===== src/rtl/axi_lite_write_router_pkg.sv =====
// ---------------------------------------------------------------------------
// axi_lite_write_router_pkg
//   Shared definitions for the AXI4-Lite write router and its address decoder:
//   BRESP encodings and the router state encoding.
// ---------------------------------------------------------------------------
package axi_lite_write_router_pkg;

    localparam logic [1:0] RESP_OKAY   = 2'b00;
    localparam logic [1:0] RESP_SLVERR = 2'b10;
    localparam logic [1:0] RESP_DECERR = 2'b11;

    // The ST_ prefix keeps ST_RESP from colliding with the RESP width parameter.
    typedef enum logic [2:0] {
        ST_IDLE  = 3'd0,
        ST_FWD   = 3'd1,
        ST_RESP  = 3'd2,
        ST_ERR_W = 3'd3,
        ST_ERR_B = 3'd4
    } state_t;

endpackage


===== src/rtl/axi_lite_addr_decode.sv =====
// ---------------------------------------------------------------------------
// axi_lite_addr_decode
//   Combinational slave decoder shared by the write and read routers.
//   Ports:
//     addr   in  ADDR   transaction address
//     sel    out SEL_W  slave index taken from addr[SEL_LSB +: SEL_W]
//     decerr out 1      index does not map to an existing slave
// ---------------------------------------------------------------------------
module axi_lite_addr_decode #(
    parameter int ADDR     = 32,
    parameter int SEL_W    = 3,
    parameter int SEL_LSB  = 28,
    parameter int N_SLAVES = 6
) (
    input  logic [ADDR-1:0]  addr,
    output logic [SEL_W-1:0] sel,
    output logic             decerr
);

    // Only the index field matters; the rest of the address is folded here
    // so the unused bits are visibly accounted for.
    logic unused_addr_bits;
    assign unused_addr_bits = ^addr;

    assign sel    = addr[SEL_LSB +: SEL_W];
    assign decerr = (int'(sel) >= N_SLAVES);

endmodule


===== src/rtl/axi_lite_write_router.sv =====
// ---------------------------------------------------------------------------
// axi_lite_write_router
//   AXI4-Lite write-channel router: one master port (M00) fanned out to
//   N_SLAVES slave ports, selected by AWADDR[SEL_LSB +: SEL_W]. One write is
//   tracked end to end (AW, W, B). Unmapped addresses get a local DECERR.
//
//   Ports:
//     ACLK, ARESET                   clock, synchronous active-high reset
//     M00_AW*/M00_W*/M00_B*          master-side write address/data/response
//     S_AW*/S_W*/S_B*                slave-side buses, slice i = slave i
//
//   Build option: define WRITE_TIMEOUT_EN to abandon a slave that has not
//   finished within TIMEOUT cycles of FWD entry; the master then gets SLVERR.
// ---------------------------------------------------------------------------
module axi_lite_write_router
    import axi_lite_write_router_pkg::*;
#(
    parameter int ADDR     = 32,
    parameter int DATA     = 32,
    parameter int STRB     = DATA / 8,
    parameter int PROT     = 3,
    parameter int RESP     = 2,
    parameter int N_SLAVES = 6,
    parameter int SEL_W    = 3,
    parameter int SEL_LSB  = 28,
    parameter int TIMEOUT  = 255
) (
    input  logic                     ACLK,
    input  logic                     ARESET,

    input  logic [ADDR-1:0]          M00_AWADDR,
    input  logic [PROT-1:0]          M00_AWPROT,
    input  logic                     M00_AWVALID,
    output logic                     M00_AWREADY,
    input  logic [DATA-1:0]          M00_WDATA,
    input  logic [STRB-1:0]          M00_WSTRB,
    input  logic                     M00_WVALID,
    output logic                     M00_WREADY,
    output logic [RESP-1:0]          M00_BRESP,
    output logic                     M00_BVALID,
    input  logic                     M00_BREADY,

    output logic [N_SLAVES*ADDR-1:0] S_AWADDR,
    output logic [N_SLAVES*PROT-1:0] S_AWPROT,
    output logic [N_SLAVES-1:0]      S_AWVALID,
    input  logic [N_SLAVES-1:0]      S_AWREADY,
    output logic [N_SLAVES*DATA-1:0] S_WDATA,
    output logic [N_SLAVES*STRB-1:0] S_WSTRB,
    output logic [N_SLAVES-1:0]      S_WVALID,
    input  logic [N_SLAVES-1:0]      S_WREADY,
    input  logic [N_SLAVES*RESP-1:0] S_BRESP,
    input  logic [N_SLAVES-1:0]      S_BVALID,
    output logic [N_SLAVES-1:0]      S_BREADY
);

    state_t            state;
    logic [ADDR-1:0]   addr_q;
    logic [PROT-1:0]   prot_q;
    logic [SEL_W-1:0]  sel_q;
    logic              awready_q;
    logic              err_wready_q;
    logic              bvalid_q;
    logic [RESP-1:0]   bresp_q;
    logic              s_awvalid_q;
    logic              aw_done;
    logic              w_done;

    logic [SEL_W-1:0]  dec_sel;
    logic              dec_err;

    logic              sel_awready;
    logic              sel_wready;
    logic              sel_bvalid;
    logic [RESP-1:0]   sel_bresp;

    logic              in_fwd;
    logic              in_resp;
    logic              w_fwd;
    logic              aw_hs;
    logic              w_hs;
    logic              b_hs;
    logic              timeout_hit;

    axi_lite_addr_decode #(
        .ADDR     (ADDR),
        .SEL_W    (SEL_W),
        .SEL_LSB  (SEL_LSB),
        .N_SLAVES (N_SLAVES)
    ) u_decode (
        .addr   (M00_AWADDR),
        .sel    (dec_sel),
        .decerr (dec_err)
    );

    assign in_fwd  = (state == ST_FWD);
    assign in_resp = (state == ST_RESP);
    // W is a straight combinational pass-through until its beat is taken.
    assign w_fwd   = in_fwd && !w_done;

    assign aw_hs = in_fwd && s_awvalid_q && sel_awready;
    assign w_hs  = w_fwd && M00_WVALID && sel_wready;
    assign b_hs  = in_resp && sel_bvalid && M00_BREADY;

    // Slave fan-out and fan-in. Only the selected slice carries anything;
    // every other slice sits at zero.
    // NOTE: every always_comb output gets a default before the loop so no
    // path leaves it unassigned, which would otherwise infer a latch.
    always_comb begin
        S_AWADDR    = '0;
        S_AWPROT    = '0;
        S_AWVALID   = '0;
        S_WDATA     = '0;
        S_WSTRB     = '0;
        S_WVALID    = '0;
        S_BREADY    = '0;
        sel_awready = 1'b0;
        sel_wready  = 1'b0;
        sel_bvalid  = 1'b0;
        sel_bresp   = '0;
        for (int i = 0; i < N_SLAVES; i++) begin
            if (int'(sel_q) == i) begin
                S_AWADDR[i*ADDR +: ADDR] = addr_q;
                S_AWPROT[i*PROT +: PROT] = prot_q;
                S_WDATA[i*DATA +: DATA]  = M00_WDATA;
                S_WSTRB[i*STRB +: STRB]  = M00_WSTRB;
                S_AWVALID[i]             = in_fwd && s_awvalid_q;
                S_WVALID[i]              = w_fwd && M00_WVALID;
                S_BREADY[i]              = in_resp && M00_BREADY;
                sel_awready              = S_AWREADY[i];
                sel_wready               = S_WREADY[i];
                sel_bvalid               = S_BVALID[i];
                sel_bresp                = S_BRESP[i*RESP +: RESP];
            end
        end
    end

    assign M00_AWREADY = awready_q;
    assign M00_WREADY  = w_fwd ? sel_wready : err_wready_q;
    assign M00_BVALID  = in_resp ? sel_bvalid : bvalid_q;
    assign M00_BRESP   = in_resp ? sel_bresp  : bresp_q;

`ifdef WRITE_TIMEOUT_EN
    localparam int TO_W = ($clog2(TIMEOUT + 1) > 8) ? $clog2(TIMEOUT + 1) : 8;

    logic [TO_W-1:0] to_cnt;

    // Fires on the edge that would take the count to TIMEOUT, so the error
    // response becomes visible exactly TIMEOUT cycles after FWD entry.
    assign timeout_hit = (in_fwd || in_resp) && (to_cnt == TO_W'(TIMEOUT - 1));

    always_ff @(posedge ACLK) begin
        if (ARESET) begin
            to_cnt <= '0;
        end else if (in_fwd || in_resp) begin
            to_cnt <= to_cnt + 1'b1;
        end else begin
            to_cnt <= '0;
        end
    end
`else
    localparam int timeout_unused = TIMEOUT;
    assign timeout_hit = 1'b0;
`endif

    // NOTE: state and registered outputs use non-blocking assignments so all
    // of them update together on the edge; ARESET is sampled on that same
    // edge (synchronous) rather than in the sensitivity list.
    always_ff @(posedge ACLK) begin
        if (ARESET) begin
            state        <= ST_IDLE;
            addr_q       <= '0;
            prot_q       <= '0;
            sel_q        <= '0;
            awready_q    <= 1'b0;
            err_wready_q <= 1'b0;
            bvalid_q     <= 1'b0;
            bresp_q      <= '0;
            s_awvalid_q  <= 1'b0;
            aw_done      <= 1'b0;
            w_done       <= 1'b0;
        end else begin
            case (state)
                ST_IDLE: begin
                    if (M00_AWVALID && awready_q) begin
                        awready_q <= 1'b0;
                        addr_q    <= M00_AWADDR;
                        prot_q    <= M00_AWPROT;
                        sel_q     <= dec_sel;
                        aw_done   <= 1'b0;
                        w_done    <= 1'b0;
                        if (dec_err) begin
                            state        <= ST_ERR_W;
                            err_wready_q <= 1'b1;
                            bresp_q      <= RESP'(RESP_DECERR);
                        end else begin
                            state       <= ST_FWD;
                            s_awvalid_q <= 1'b1;
                        end
                    end else begin
                        awready_q <= 1'b1;
                    end
                end

                ST_FWD: begin
                    if (timeout_hit) begin
                        // Abandon the slave; a W beat the master still owes
                        // is drained locally before the error response.
                        s_awvalid_q <= 1'b0;
                        bresp_q     <= RESP'(RESP_SLVERR);
                        if (w_done || w_hs) begin
                            state    <= ST_ERR_B;
                            bvalid_q <= 1'b1;
                        end else begin
                            state        <= ST_ERR_W;
                            err_wready_q <= 1'b1;
                        end
                    end else begin
                        if (aw_hs) begin
                            s_awvalid_q <= 1'b0;
                            aw_done     <= 1'b1;
                        end
                        if (w_hs) begin
                            w_done <= 1'b1;
                        end
                        // AW and W may finish in either order or together.
                        if ((aw_done || aw_hs) && (w_done || w_hs)) begin
                            state <= ST_RESP;
                        end
                    end
                end

                ST_RESP: begin
                    if (b_hs) begin
                        state     <= ST_IDLE;
                        awready_q <= 1'b1;
                    end else if (timeout_hit) begin
                        state    <= ST_ERR_B;
                        bvalid_q <= 1'b1;
                        bresp_q  <= RESP'(RESP_SLVERR);
                    end
                end

                ST_ERR_W: begin
                    if (M00_WVALID && err_wready_q) begin
                        err_wready_q <= 1'b0;
                        state        <= ST_ERR_B;
                        bvalid_q     <= 1'b1;
                    end
                end

                ST_ERR_B: begin
                    if (M00_BREADY && bvalid_q) begin
                        bvalid_q  <= 1'b0;
                        bresp_q   <= RESP'(RESP_OKAY);
                        state     <= ST_IDLE;
                        awready_q <= 1'b1;
                    end
                end

                default: begin
                    state <= ST_IDLE;
                end
            endcase
        end
    end

endmodule


===== config.mk =====
export PLATFORM = sky130hd
export DESIGN_NAME = axi_lite_write_router
export DESIGN_NICKNAME = d
export VERILOG_FILES = /design/src/rtl/axi_lite_write_router_pkg.sv /design/src/rtl/axi_lite_addr_decode.sv /design/src/rtl/axi_lite_write_router.sv
export SDC_FILE = /design/constraint.sdc
export NUM_CORES = 1
export LEC_CHECK = 0
export BUFFER_PORTS_ARGS = -buffer_cell sky130_fd_sc_hd__buf_2
export CORE_AREA = 5 5 214 216
export CTS_CLUSTER_SIZE = 28
export DETAILED_ROUTE_END_ITERATION = 7
export DIE_AREA = 0 0 219 221
export PLACE_DENSITY = 0.33
export SYNTH_ARGS = -nofsm -noshare
export SYNTH_HDL_FRONTEND = slang
export SYNTH_SLANG_ARGS = --single-unit

===== constraint.sdc =====
create_clock -name ACLK -period 4.3 [get_ports ACLK]
set_input_delay 1.29 -clock ACLK [delete_from_list [all_inputs] [get_ports ACLK]]
set_output_delay 1.29 -clock ACLK [all_outputs]
set_load 0.01 [all_outputs]

==> reports/metrics.yaml <==
drt-initial-drc-count: 285
setup_viol: 0
io_buffer_count: 543
synth_top_area_share: 0.3384
crit_slowest_cell: "mux4_2"
yosys_register_bits: 45
drt_wl_total_mm: 33.72
synth_mux_area_frac: 0.02986
via_count: 7170
die_y_um: 221
dpl.hpwl_mm: 26.36
cts_tree: "yes"
clock_sinks: 45
cts-resized-gates: 0
h-tree-depth: 2
syn_inst: 775
synthToLayoutAreaGrowth_pct: 69.25
period_share: 0.8657
setup_tns_ns: 0
dpl_cell_area_mm2: 0.008323
final_area_mm2: 0.008511
whs_path_depth: 1
skew_ns: 0.006750
fmax_mhz: 268.6
syn_avg_cell_area_um2: 6.488
ys_types: 40
rsz0062_at_grt: "false"
cts-root-buf: "clkbuf_16"
synth-compound-area-share: 0.07514
die_w_um: 219
clk_latency_ns: 0.31
syn-cell-area_mm2: 0.005029
cap_violations: 0
critPathMaxFanout: 1
grt_start_max_net_pins: 72
synth_area_leader_cell: "and2_1"
start_util: 0.1150
path_clk_slew_ns: 0.06
final_nets: 1371
synthAdderAreaFrac: 0
crit_required_ns: 3.01
largestRegisters: "addr_q x32, prot_q x3, state x3"
ys_async_sr_fraction: 0
ys_seq_area_frac: 0.1791
ios: 555
vias_per_cell: 3.847
finalHoldViolCount: 0
synth.most_common_cell: "and2_1"
synth_edf_count: 0
synth_xor_area_frac: 0
leakagePower_uw: 0.005359
critPathLaunchType: "primary input"
grt_pass1_wl_mm: 47.78
slew_viol_final: 0
crit_arrival_ns: 2.43
rows: 77
synth-simple-area-share: 0.6273
core_mm2: 0.04374
globalRouteOverflowTotal: 0
dr.pass1.iters: 4
synth_top_flop_cell: "dfxtp_1"
top_register: "addr_q"
postLayoutCoreUtil: 0.1946
cp_cell_sequence: "buf_2 -> mux4_2 -> a22oi_1 -> a21oi_1 -> buf_2"
setup_ws_ns: 0.5775
reg2regPathDepth: 8
endpoint_kind: "primary output"
gp_congestion: 0.7430
dp.cells: 1850
slew_headroom: 0.4610
detail-route-antenna-nets: 0
powerDensity_mw_per_mm2: 295.7
status: "complete, no violations"
numCtsBuffers: 5
dp_slack_ns: 0.5560
clk_path_buf_depth: 2
critPathKind: "in -> out"
ir_drop_v: 0.0001587
grt_pass1_vias: 6938
cts_hold_buf: 0
synth_top_family_by_area: "simple AND/OR/NAND/NOR gates"
ys_top_cells_by_count: "and2_1 (272), and3_1 (136), nand2_1 (81), clkbuf_1 (60), a21oi_1 (46)"
cpPeakStageDelay_ns: 0.50
post-route-drc-count: 0
stdcell_count: 1864
post_cts_buffers: 0
synthTopCellsByArea: "and2_1 (34%), dfxtp_1 (18%), and3_1 (17%), nand2_1 (6.0%), a21oi_1 (4.6%)"
min_period_ns: 3.722
grtUsageTotal: 0.1294
largest_register_ffs: 32
hold_path_class: "reg -> reg"
wl_per_cell_um: 18.09
max_slew.worst_pin.slew_ns: 0.8086
die_area_mm2: 0.04840
timing.critical_path.mode_cell: "buf_2"
antenna_found_initial: 4
yosysWarnings: 0
drive_gt1_frac: 0.4637
==> through the flow <==
stage | power [uW] | hold slack, ns
floorplan | 1384 | 0.4412
global placement | 2099 | 0.4617
detailed placement | 2089 | 0.4687
CTS | 2598 | 0.4845
global route | 2731 | 0.5171
finish | 2517 | 0.4735
==> logic make-up (layout without fill, tap and decap cells) <==
| logic type | after synthesis | after routing |
|---|---|---|
| buffers and inverters | 100 | 581 |
| multiplexers | 12 | 12 |
| AO/OA/AOI/OAI | 67 | 67 |
| other | 1 | 17 |
| flip-flops | 45 | 45 |
| AND/OR/NAND/NOR | 550 | 550 |
==> critical path: cells and delay by family <==
kind	cells	cell delay (ns)
AO/OA/AOI/OAI	2	0.38
buffers and inverters	2	0.27
multiplexers	1	0.50
==> power breakdown <==
part / switching, uW / internal, uW
Clock: 182 / 291
Combinational: 888 / 498
Sequential: 166 / 492
==> layout make-up <==
type | instances | area, um2
flip-flops and latches | 45 | 905.9
clock buffers | 7 | 142.6
fillers | 5139 | 35230
multi-input cells | 640 | 3754
inverters | 12 | 45.04
well taps | 592 | 740.7
clock inverters | 1 | 30.03
repair buffers | 561 | 2878
diodes | 6 | 15.01
==> metal layers <==
layer | vias to the layer above | part of all wire | wire length, um | track usage
met1 | 3338 | 0.40 | 13350 | 0.1502
met3 | 20 | 0.080 | 2688 | 0.02556
met2 | 334 | 0.51 | 17160 | 0.2410
met4 | 0 | 0.016 | 527 | 0.03262
met5 | - | 0 | 0 | 0
li1 | 3478 | - | - | -
==> cells in the final DEF (no fill, tap or decap), types with 3 or more instances in the layout <==
cell / instances
buf_2: 543
and2_1: 272
and3_1: 136
nand2_1: 81
a21oi_1: 46
dfxtp_1: 43
nor2_1: 33
buf_4: 16
conb_1: 11
inv_1: 8
diode_2: 6
mux2i_1: 6
nor3_1: 6
o21ai_1: 5
clkbuf_16: 5
nand3_1: 4
inv_2: 4
nand2b_1: 4
mux2_2: 4
a31oi_1: 4
nor2b_1: 3
==> worst paths after layout <==
kind / from / end / slack [ns]
worst max register to register: addr_q[30] / state[1] / 1.96
worst max-delay path: S_BRESP[6] / M00_BRESP[0] / 0.58
worst min-delay path: bresp_q[0] / bresp_q[0] / 0.47
worst min register to register: bresp_q[0] / bresp_q[0] / 0.47
Power figures use the tool's default switching activity.
